### src/rtl/key_schedule_seq_pkg.sv
// Shared DES key-schedule constants: FSM encodings, rotation schedule and
// the PC1/PC2 bit-selection tables with their mapping functions.
package key_schedule_seq_pkg;

  localparam logic [1:0] ST_IDLE = 2'd0;
  localparam logic [1:0] ST_PREP = 2'd1;
  localparam logic [1:0] ST_RUN  = 2'd2;

  // Left-rotation amount for DES rounds 1..16, indexed by round-1.
  localparam logic [1:0] SHIFT_T [16] = '{
    2'd1, 2'd1, 2'd2, 2'd2, 2'd2, 2'd2, 2'd2, 2'd2,
    2'd1, 2'd2, 2'd2, 2'd2, 2'd2, 2'd2, 2'd2, 2'd1
  };

  localparam int PC1_T [56] = '{
    57, 49, 41, 33, 25, 17,  9,
     1, 58, 50, 42, 34, 26, 18,
    10,  2, 59, 51, 43, 35, 27,
    19, 11,  3, 60, 52, 44, 36,
    63, 55, 47, 39, 31, 23, 15,
     7, 62, 54, 46, 38, 30, 22,
    14,  6, 61, 53, 45, 37, 29,
    21, 13,  5, 28, 20, 12,  4
  };

  localparam int PC2_T [48] = '{
    14, 17, 11, 24,  1,  5,
     3, 28, 15,  6, 21, 10,
    23, 19, 12,  4, 26,  8,
    16,  7, 27, 20, 13,  2,
    41, 52, 31, 37, 47, 55,
    30, 40, 51, 45, 33, 48,
    44, 49, 39, 56, 34, 53,
    46, 42, 50, 36, 29, 32
  };

  // Table entries use DES numbering (bit 1 = MSB); vectors are [N-1:0].
  function automatic logic [55:0] pc1(input logic [63:0] k);
    logic [55:0] r;
    r = '0;
    for (int i = 0; i < 56; i++) r[6'(55 - i)] = k[6'(64 - PC1_T[i])];
    return r;
  endfunction

  function automatic logic [47:0] pc2(input logic [55:0] cd);
    logic [47:0] r;
    r = '0;
    for (int i = 0; i < 48; i++) r[6'(47 - i)] = cd[6'(56 - PC2_T[i])];
    return r;
  endfunction

endpackage

### src/rtl/key_schedule_seq_if.sv
// Key-load and subkey-stream handshake bundle for key_schedule_seq.
interface key_schedule_seq_if #(
  parameter int NUM_KEYS = 1
);
  logic [64*NUM_KEYS-1:0] key;
  logic                   decrypt;
  logic                   key_valid;
  logic                   key_ready;
  logic [47:0]            sk;
  logic                   sk_valid;
  logic                   sk_ready;
  logic [4:0]             sk_round;
  logic [1:0]             sk_stage;
  logic                   sk_dec;
  logic                   sk_last;
  logic                   busy;

  modport master (
    output key, decrypt, key_valid, sk_ready,
    input  key_ready, sk, sk_valid, sk_round, sk_stage, sk_dec, sk_last, busy
  );

  modport slave (
    input  key, decrypt, key_valid, sk_ready,
    output key_ready, sk, sk_valid, sk_round, sk_stage, sk_dec, sk_last, busy
  );
endinterface

### src/rtl/key_schedule_seq_rot28.sv
// 28-bit rotator: dir=0 rotates left, dir=1 rotates right; amt is 1 or 2.
module key_schedule_seq_rot28 (
  input  logic [27:0] din,
  input  logic        dir,
  input  logic [1:0]  amt,
  output logic [27:0] dout
);
  always_comb begin
    dout = din;
    if (!dir) dout = (amt == 2'd2) ? {din[25:0], din[27:26]} : {din[26:0], din[27]};
    else      dout = (amt == 2'd2) ? {din[1:0], din[27:2]}   : {din[0], din[27:1]};
  end
endmodule

### src/rtl/key_schedule_seq.sv
// Iterative DES/3DES subkey generator: one PC1 load per stage, then one
// 48-bit subkey per accepted transfer in encrypt or decrypt order.
module key_schedule_seq
  import key_schedule_seq_pkg::*;
#(
  parameter int NUM_KEYS = 1
) (
  input logic               clk,
  input logic               rst,
  key_schedule_seq_if.slave bus
);

  if (NUM_KEYS != 1 && NUM_KEYS != 3) begin : g_bad_num_keys
    $error("key_schedule_seq: NUM_KEYS must be 1 or 3");
  end

  logic [1:0]             state_q, state_d;
  logic [1:0]             stage_q, stage_d;
  logic [4:0]             j_q, j_d;
  logic                   dec_q, dec_d;
  logic [64*NUM_KEYS-1:0] keys_q, keys_d;
  logic [55:0]            cd_q, cd_d;

  logic [63:0] key_arr [4];
  logic [1:0]  key_idx;
  logic        stage_dec;
  logic        last_stage;
  logic        run;
  logic [1:0]  shamt;
  logic [55:0] cd_rot;
  logic [55:0] pc2_in;
  logic [55:0] pc1_out;
  logic [47:0] sk_pc2;

  always_comb begin
    for (int k = 0; k < 4; k++) key_arr[k] = '0;
    for (int k = 0; k < NUM_KEYS; k++) key_arr[k] = keys_q[64*(NUM_KEYS-1-k) +: 64];
  end

  // Middle 3DES stage runs opposite to the outer ones; decrypt reverses key order.
  assign stage_dec  = dec_q ^ (stage_q == 2'd1);
  assign key_idx    = (NUM_KEYS == 1) ? 2'd0 : (dec_q ? (2'd2 - stage_q) : stage_q);
  assign last_stage = (stage_q == 2'(NUM_KEYS - 1));
  assign run        = (state_q == ST_RUN);
  assign shamt      = stage_dec ? SHIFT_T[4'(5'd16 - j_q)] : SHIFT_T[4'(j_q - 5'd1)];

  key_schedule_seq_rot28 u_rot_c (
    .din  (cd_q[55:28]),
    .dir  (stage_dec),
    .amt  (shamt),
    .dout (cd_rot[55:28])
  );

  key_schedule_seq_rot28 u_rot_d (
    .din  (cd_q[27:0]),
    .dir  (stage_dec),
    .amt  (shamt),
    .dout (cd_rot[27:0])
  );

  // Encrypt emits the post-rotation key; decrypt emits the current CD and
  // then rotates right, walking C16..C1 back to C0.
  assign pc2_in  = stage_dec ? cd_q : cd_rot;
  assign sk_pc2  = pc2(pc2_in);
  assign pc1_out = pc1(key_arr[key_idx]);

  always_comb begin
    state_d = state_q;
    stage_d = stage_q;
    j_d     = j_q;
    dec_d   = dec_q;
    keys_d  = keys_q;
    cd_d    = cd_q;
    case (state_q)
      ST_IDLE: begin
        if (bus.key_valid) begin
          keys_d  = bus.key;
          dec_d   = bus.decrypt;
          stage_d = 2'd0;
          state_d = ST_PREP;
        end
      end
      ST_PREP: begin
        cd_d    = pc1_out;
        j_d     = 5'd1;
        state_d = ST_RUN;
      end
      ST_RUN: begin
        if (bus.sk_ready) begin
          cd_d = cd_rot;
          if (j_q == 5'd16) begin
            if (last_stage) begin
              state_d = ST_IDLE;
            end else begin
              stage_d = stage_q + 2'd1;
              state_d = ST_PREP;
            end
          end else begin
            j_d = j_q + 5'd1;
          end
        end
      end
      default: state_d = ST_IDLE;
    endcase
  end

  always_ff @(posedge clk) begin
    if (rst) begin
      state_q <= ST_IDLE;
      stage_q <= 2'd0;
      j_q     <= 5'd0;
      dec_q   <= 1'b0;
    end else begin
      state_q <= state_d;
      stage_q <= stage_d;
      j_q     <= j_d;
      dec_q   <= dec_d;
    end
  end

  always_ff @(posedge clk) begin
    keys_q <= keys_d;
    cd_q   <= cd_d;
  end

  assign bus.key_ready = (state_q == ST_IDLE);
  assign bus.busy      = (state_q != ST_IDLE);
  assign bus.sk_valid  = run;
  assign bus.sk        = run ? sk_pc2 : 48'h0;
  assign bus.sk_round  = run ? (stage_dec ? (5'd17 - j_q) : j_q) : 5'd0;
  assign bus.sk_stage  = run ? stage_q : 2'd0;
  assign bus.sk_dec    = run & stage_dec;
  assign bus.sk_last   = run && (j_q == 5'd16) && last_stage;

endmodule

### src/flat_wrapper.sv
// flat-port wrapper written by rule: the top's interface ports become plain ports
module key_schedule_seq_flat import key_schedule_seq_pkg::*;
#(
  parameter int NUM_KEYS = 1
)
  (clk, rst, bus_key, bus_decrypt, bus_key_valid, bus_sk_ready, bus_key_ready, bus_sk, bus_sk_valid, bus_sk_round, bus_sk_stage, bus_sk_dec, bus_sk_last, bus_busy);
  key_schedule_seq_if #(.NUM_KEYS(NUM_KEYS)) bus_i ();
  input logic clk;
  input logic rst;
  input wire logic [$bits(bus_i.key)-1:0] bus_key;
  input wire logic [$bits(bus_i.decrypt)-1:0] bus_decrypt;
  input wire logic [$bits(bus_i.key_valid)-1:0] bus_key_valid;
  input wire logic [$bits(bus_i.sk_ready)-1:0] bus_sk_ready;
  output wire logic [$bits(bus_i.key_ready)-1:0] bus_key_ready;
  output wire logic [$bits(bus_i.sk)-1:0] bus_sk;
  output wire logic [$bits(bus_i.sk_valid)-1:0] bus_sk_valid;
  output wire logic [$bits(bus_i.sk_round)-1:0] bus_sk_round;
  output wire logic [$bits(bus_i.sk_stage)-1:0] bus_sk_stage;
  output wire logic [$bits(bus_i.sk_dec)-1:0] bus_sk_dec;
  output wire logic [$bits(bus_i.sk_last)-1:0] bus_sk_last;
  output wire logic [$bits(bus_i.busy)-1:0] bus_busy;
  assign bus_i.key = bus_key;
  assign bus_i.decrypt = bus_decrypt;
  assign bus_i.key_valid = bus_key_valid;
  assign bus_i.sk_ready = bus_sk_ready;
  assign bus_key_ready = bus_i.key_ready;
  assign bus_sk = bus_i.sk;
  assign bus_sk_valid = bus_i.sk_valid;
  assign bus_sk_round = bus_i.sk_round;
  assign bus_sk_stage = bus_i.sk_stage;
  assign bus_sk_dec = bus_i.sk_dec;
  assign bus_sk_last = bus_i.sk_last;
  assign bus_busy = bus_i.busy;
  key_schedule_seq #(.NUM_KEYS(NUM_KEYS)) u_core (.clk(clk), .rst(rst), .bus(bus_i));
endmodule
### config.mk
export PLATFORM = sky130hd
export DESIGN_NAME = key_schedule_seq_flat
export DESIGN_NICKNAME = d
export VERILOG_FILES = /design/src/rtl/key_schedule_seq_pkg.sv /design/src/rtl/key_schedule_seq_if.sv /design/src/rtl/key_schedule_seq_rot28.sv /design/src/rtl/key_schedule_seq.sv /design/src/flat_wrapper.sv
export SDC_FILE = /design/constraint.sdc
export NUM_CORES = 1
export LEC_CHECK = 0
export BUFFER_PORTS_ARGS = -buffer_cell sky130_fd_sc_hd__buf_2
export CORE_MARGIN = 3
export CORE_UTILIZATION = 40
export CTS_CLUSTER_DIAMETER = 150
export DETAILED_ROUTE_END_ITERATION = 8
export GPL_TIMING_DRIVEN = 1
export SLEW_MARGIN = 5
export SYNTH_ARGS = -nofsm -noshare
export SYNTH_HDL_FRONTEND = slang
export SYNTH_HIERARCHICAL = 1
export SYNTH_SLANG_ARGS = --single-unit
export TNS_END_PERCENT = 10
### constraint.sdc
create_clock -name clk -period 6.3 [get_ports clk]
set_clock_uncertainty 0.1 [all_clocks]
set_input_delay 0.63 -clock clk [delete_from_list [all_inputs] [get_ports clk]]
set_output_delay 0.63 -clock clk [all_outputs]
set_load 0.02 [all_outputs]
After elaboration in Yosys (flattened, before gate mapping)
Memories as Yosys holds them, arrays and structs flattened.
Cells that the tools add are included.
{ "word_totals": {"regBits": 95, "romBits": 64, "input_bits": 69, "output_inout_bits": 60, "n_memories": 2} }
{ "classes": {"addsub": 5, "magnitude_cmp": 2, "eq_ne": 10, "mux": 31, "bitwise": 4, "reduce_logical": 12} }
{ "mem_list": {"columns": ["name", "depth", "word_bits", "rd", "rd_ports_with_merged_regs", "wr", "line_no", "text"], "rows": [
  ["(name not given)", 16, 2, 1, 0, 0, "key_schedule_seq.sv:45", "assign shamt = stage_dec ? SHIFT_T[4'(5'd16 - j_q)] : SHIFT_T[4'(j_q - 5'd1)];"],
  ["(name not given)", 16, 2, 1, 0, 0, "key_schedule_seq.sv:45", null]
]} }
{ "op_table": {"columns": ["op", "n"], "rows": [
  ["28-bit 2-to-1 mux", 6],
  ["56-bit case mux with 2 select lines", 1],
  ["56-bit 2-to-1 mux", 1],
  ["32-bit 2-to-1 mux", 1],
  ["31-bit 2-to-1 mux", 1],
  ["2-bit 2-to-1 mux", 13],
  ["5-bit 2-to-1 mux", 4],
  ["5-bit >= comparator, second input constant", 2],
  ["2-bit != test, second input constant", 5],
  ["4-bit inverter with 5-bit output", 2],
  ["5-bit case mux with 2 select lines", 1],
  ["2-bit case mux with 3 select lines", 1],
  ["3-bit AND reduction", 2],
  ["2-bit nonzero test", 3],
  ["5-bit by 1-bit adder with 5-bit output, second input constant", 1],
  ["5-bit == test, second input constant", 1],
  ["5-bit AND reduction", 1],
  ["5-bit subtractor, first input constant", 1],
  ["2-bit by 1-bit == test with 1-bit output, second input constant", 2],
  ["2-bit == test, second input constant", 2],
  ["2-bit logical NOT", 2],
  ["2-bit case mux with 2 select lines", 1],
  ["2-bit AND reduction", 2],
  ["1-bit by 4-bit subtractor with 4-bit output, first input constant", 1],
  ["other kinds (6)", 7]
]} }

Depth between registers and ports, before layout
{ "logic_depth": {"word_depth": 11, "mapped_depth": 13, "ltp_nobuf": 11} }

Cells and area by module
Netlist, hierarchy kept.
{ "by_module_without_submodules": {"columns": ["module", "n_inst", "cells_per_inst", "area_per_inst_um2", "seq_area_each_um2"], "rows": [
  ["key_schedule_seq", 1, 388, 4006.3, 2362.3],
  ["key_schedule_seq_rot28", 2, 35, 749.5, 0.0]
]} }

Worst setup path after synthesis
No wires, ideal clock.
{ "synth_path": {"path_type": "flip-flop to output port", "start": "register u_core.j_q[0]", "end": "output bus_sk[14]", "t_arrival_ns": 2.750, "required_time_ns": 5.570, "path_slack_ns": 2.820, "stages_incl_launch_ff": 14, "n_path_buf": 3, "path_cell_list": "dfxtp_1 > clkbuf_1 > inv_1 > ha_1 > xor2_1 > a221oi_1 > a31oi_1 > o211a_1 > nor2b_4 > buf_12 > buf_12 > mux4_2 > nand2_1 > a21oi_1"} }
{ "synth_between": {"elab_chain_len": 11, "elab_cells_between_ends": 17, "cone_classes": "add/sub: 2; eq/ne: 1; mux: 10; bitwise: 2; memory: 2"} }
{ "synth_rtl": {"columns": ["element", "line_no", "text"], "rows": [
  ["start: declaration", "key_schedule_seq.sv:19", "logic [4:0] j_q, j_d;"],
  ["start signal: assignment", "key_schedule_seq.sv:116", "j_q <= j_d;"],
  ["4-bit by 1-bit subtractor with 4-bit output / 1-bit by 4-bit subtractor with 4-bit output (equally long branches)", "key_schedule_seq.sv:45", null],
  ["4-bit inverter with 5-bit output (implied by the code)", "key_schedule_seq.sv:45", null],
  ["memory 16 x 2 bit", null, null],
  ["2-bit 2-to-1 mux (implied by the code) (2 in a row)", "key_schedule_seq.sv:45", null],
  ["2-bit 2-to-1 mux (*)", "key_schedule_seq.sv:45", null],
  ["via u_core.shamt[0]", "key_schedule_seq.sv:29", "logic [1:0] shamt;"],
  ["2-bit == test (*)", "key_schedule_seq_rot28.sv:10, key_schedule_seq_rot28.sv:11", null],
  ["28-bit 2-to-1 mux, on equally long branches", "key_schedule_seq_rot28.sv:10, key_schedule_seq_rot28.sv:11", null],
  ["28-bit 2-to-1 mux (*)", "key_schedule_seq_rot28.sv:10", "if (!dir) dout = (amt == 2'd2) ? {din[25:0], din[27:26]} : {din[26:0], din[27]};"],
  ["via u_core.cd_rot[11]", "key_schedule_seq.sv:30", "logic [55:0] cd_rot;"],
  ["31-bit 2-to-1 mux (*)", "key_schedule_seq.sv:63", "assign pc2_in = stage_dec ? cd_q : cd_rot;"],
  ["32-bit 2-to-1 mux (*)", "key_schedule_seq.sv:129", "assign bus.sk = run ? sk_pc2 : 48'h0;"],
  ["end: declaration", "flat_wrapper.sv:15", "output wire logic [$bits(bus_i.sk)-1:0] bus_sk;"]
]} }
The timed path passes the listed nets; every way through them passes the cells marked *. The select of a mux whose other input is x is not followed.

Final worst setup path
{ "layout_path": {"start": "register u_core.stage_q[1]", "end": "output bus_sk[21]"} }
{ "layout_between": {"elab_chain_len": 8, "elab_cells_between_ends": 9, "cone_classes": "eq/ne: 2; mux: 6; bitwise: 1"} }
{ "layout_rtl": {"columns": ["element", "line_no", "text"], "rows": [
  ["start: declaration", "key_schedule_seq.sv:18", "logic [1:0] stage_q, stage_d;"],
  ["start signal: assignment", "key_schedule_seq.sv:115", "stage_q <= stage_d;"],
  ["2-bit by 1-bit == test with 1-bit output (*)", "key_schedule_seq.sv:41", "assign stage_dec = dec_q ^ (stage_q == 2'd1);"],
  ["1-bit XOR (*)", "key_schedule_seq.sv:41", null],
  ["2-bit 2-to-1 mux (*)", "key_schedule_seq.sv:45", null],
  ["via u_core.shamt[1]", "key_schedule_seq.sv:29", null],
  ["2-bit == test (*)", "key_schedule_seq_rot28.sv:10, key_schedule_seq_rot28.sv:11", null],
  ["28-bit 2-to-1 mux, on equally long branches", "key_schedule_seq_rot28.sv:10, key_schedule_seq_rot28.sv:11", null],
  ["28-bit 2-to-1 mux (*)", "key_schedule_seq_rot28.sv:10", null],
  ["via u_core.cd_rot[25]", "key_schedule_seq.sv:30", null],
  ["31-bit 2-to-1 mux (*)", "key_schedule_seq.sv:63", null],
  ["32-bit 2-to-1 mux (*)", "key_schedule_seq.sv:129", null]
]} }
Marked as above.

==> flow_metrics.tcl <==
set metrics [dict create \
    status "finished, final reports clean" \
    period_share_pct 77.2 \
    slew_headroom_pct 47.0 \
    p_clk_share_pct 38.6 \
    holdBufCountCts 0 \
    rows 42 \
    antenna_found_initial 0 \
    first_pass_iters 4 \
    yosysSeqAreaShare_pct 42.9 \
    htreeDepth 3 \
    cp-start-kind "flop" \
    grt-ovfl-total 0 \
    cp.buffers_inverters 6 \
    critPathArrivalTime_ns 4.13 \
    drv_cap 0 \
    critPathMaxStageDelay_ns 0.62 \
    synth_cells 458 \
    syn_avg_cell_area_um2 12.0 \
    tightest_slew_ns 0.796 \
    grt_max_degree 65 \
    grtUsageTotal_pct 15.2 \
    routed_wl_mm 11.0 \
    place_congestion 0.815 \
    synth_area_leaders "edfxtp_1 39%, mux4_2 16%, nand2_1 7.7%, mux4_1 7.6%, and2_1 4.5%" \
    fmax_mhz 206 \
    synth_top_cell_area_share_pct 39.3 \
    die_x_um 123 \
    crit_top_cell "buf_4" \
    clock_latency_ns 0.33 \
    root_buffer "clkbuf_16" \
    nNetsFinal 577 \
    n_antenna_cell 0 \
    ys_seq_elements 82 \
    portBuffers 58 \
    area_growth_pct 10.7 \
    cpMaxStageDelayCell "mux4_1" \
    hold_ws_ns 0.363 \
    cts_resized 0 \
    synth_area_leader_cell "edfxtp_1" \
    drive_above_1_share_pct 26.1 \
    die_h_um 123 \
    critPathKind "reg2out" \
    cts_setup_buffers 0 \
    clk_pin_slew_worst_paths_ns 0.06 \
    worstSetupEndpointType "output pin" \
    switching_share_pct 25.8 \
    ctsLongestPathBuffers 2 \
    cts_sinks 82 \
    pin_count 129 \
    cts_tree "yes" \
    p_switching_uw 399 \
    grt_pass1_wl_mm 18.2 \
    cp.required_ns 5.57 \
    synth_cell_types 47 \
    grt_pass1_vias 3569 \
    die-area_mm2 0.0152 \
    hold_viol_final 0 \
    cp_max_fo 42 \
    drc_errors 0 \
    initial_utilization_pct 41.2 \
    num_vias 3705 \
    drtIter0Drc 170 \
    yosysWarningCount 6 \
    ys.flop_type "edfxtp_1" \
    rsz0062_at_grt "false" \
    irDropWorstVdd_mv 0.125 \
    path_cells "inv_1, ha_1, xnor2_2, buf_4, inv_2, buf_4, o21ai_0, o2111ai_1, nor2b_4, buf_4, mux4_1, nand2_1, a21oi_1, buf_2" \
    p_per_area_mw_per_mm2 254 \
    p_int_uw 1150 \
    antenna_left 0 \
    viasPerCell 5.43 \
    synthArstFlopShare_pct 0 \
    p_comb_share_pct 17.9 \
    post-dp-hpwl_mm 6.89 \
    synth-edff-count 72 \
    setup-tns-final_ns 0 \
    hp-class "reg2reg" \
    seqPwrFrac_pct 43.5 \
    utilization_pct 45.6 \
    syn_area_mm2 0.00551 \
    cp_top_family "buffers and inverters" \
    cts_made_buffers 9 \
    setup_viol 0 \
    p_leak_uw 0.00232 \
    min_period_ns 4.86 \
    maxSlewViolCount 0 \
    core-area_mm2 0.0133 \
    wire_per_inst_um 16.1 \
]
[power groups by stage]
stage	combinational, uW	sequential, uW	clock (uW)
after floorplan	244	669	0
after global placement	272	681	0
after detailed placement	277	683	0
after CTS	280	672	610
after global routing	306	678	632
final	277	672	597
[worst reg2reg max path, cell delays in order, from the launching register on]
cell and delay, ns:
dfxtp_1 0.33, inv_1 0.07, ha_1 0.21, xnor2_2 0.13, buf_4 0.26, inv_2 0.11
buf_4 0.40, o21ai_0 0.22, o2111ai_1 0.18, nor2b_4 0.58, buf_4 0.35, mux4_1 0.63
nand2_1 0.08, nand2_1 0.06
[sequential cells by signal, summed over array words and instances (netlist names)]
register and cells:
u_core/cd_q 56, u_core/dec_q 1, u_core/j_q 5, u_core/keys_q 16
u_core/stage_q 2, u_core/state_q 2
[cell usage after synthesis, types with 2 or more instances]
| master | n |
|---|---|
| nor2b_4 | 2 |
| clkbuf_1 | 16 |
| xnor2_1 | 4 |
| o21ai_0 | 2 |
| inv_1 | 9 |
| dfxtp_1 | 10 |
| nor2_1 | 15 |
| and2_1 | 40 |
| nand2b_1 | 5 |
| buf_12 | 6 |
| buf_2 | 9 |
| mux4_2 | 40 |
| edfxtp_1 | 72 |
| mux4_1 | 16 |
| buf_4 | 23 |
| and3_1 | 2 |
| nor2b_1 | 2 |
| or2_2 | 2 |
| nor3_1 | 2 |
| a21oi_1 | 33 |
| a221oi_1 | 2 |
| nand3b_1 | 2 |
| ha_1 | 7 |
| mux2i_1 | 2 |
| nand2_1 | 113 |
[logic make-up (layout without fill, tap and decap cells)]
family                     after synthesis  after routing  share of synthesized area [%]
adders and majority gates                7              7                           1.59
other                                    1             22                         0.0681
AOI/OAI and AO/OA                       47             47                           5.34
DFF                                     82             82                           42.9
muxes                                   58             58                           24.4
and+or+nand+nor                        192            192                           16.6
buffers and inverters                   65             92                           8.07
xor gates and xnor gates                 6              6                           1.09
[per-layer routing]
metal / GRT usage [%] / vias up / wire, um
met3: 2.65 / 13 / 508
met5: 0 / - / 0
li1: - / 1723 / -
met2: 24.1 / 107 / 5390
met1: 21.1 / 1862 / 4870
met4: 5.33 / 0 / 181
[metrics by stage]
stage,area (um^2),cells,total power (uW),worst slack (ns)
2_1_floorplan,5580,479,914,2.82
4_1_cts,6090,682,1560,1.39
5_1_grt,6090,682,1620,1.07
6_report,6090,682,1550,1.44
3_5_place_dp,5760,666,959,1.79
3_3_place_gp,5760,666,953,1.83
[final cells by class]
type	count	area [um^2]
clock buffer	10	229
clock inverter	6	105
fill	1268	7260
inverter	10	42.5
multi-input combinational	332	2780
sequential	82	2360
tap	176	220
timing repair buffer	66	350
[layout by cell type (no fill, tap or decap), types with 7 or more instances in the layout]
cell,synthesis,routed
a21oi_1,33,33
and2_1,40,40
buf_2,9,58
buf_4,23,8
clkbuf_16,0,9
conb_1,1,22
dfxtp_1,10,10
edfxtp_1,72,72
ha_1,7,7
inv_1,9,8
mux4_1,16,16
mux4_2,40,40
nand2_1,113,112
nor2_1,15,15
[final timing paths]
path	start	to	cells past startpoint	slack [ns]
worst max-delay path	u_core/stage_q[1]	bus_sk[21]	14	1.44
worst min-delay path	u_core/stage_q[1]	u_core/stage_q[1]	2	0.36
worst max register to register	u_core/stage_q[1]	u_core/cd_q[25]	13	2.36
worst min register to register	u_core/stage_q[1]	u_core/stage_q[1]	2	0.36
(Power assumes the default switching activity.)
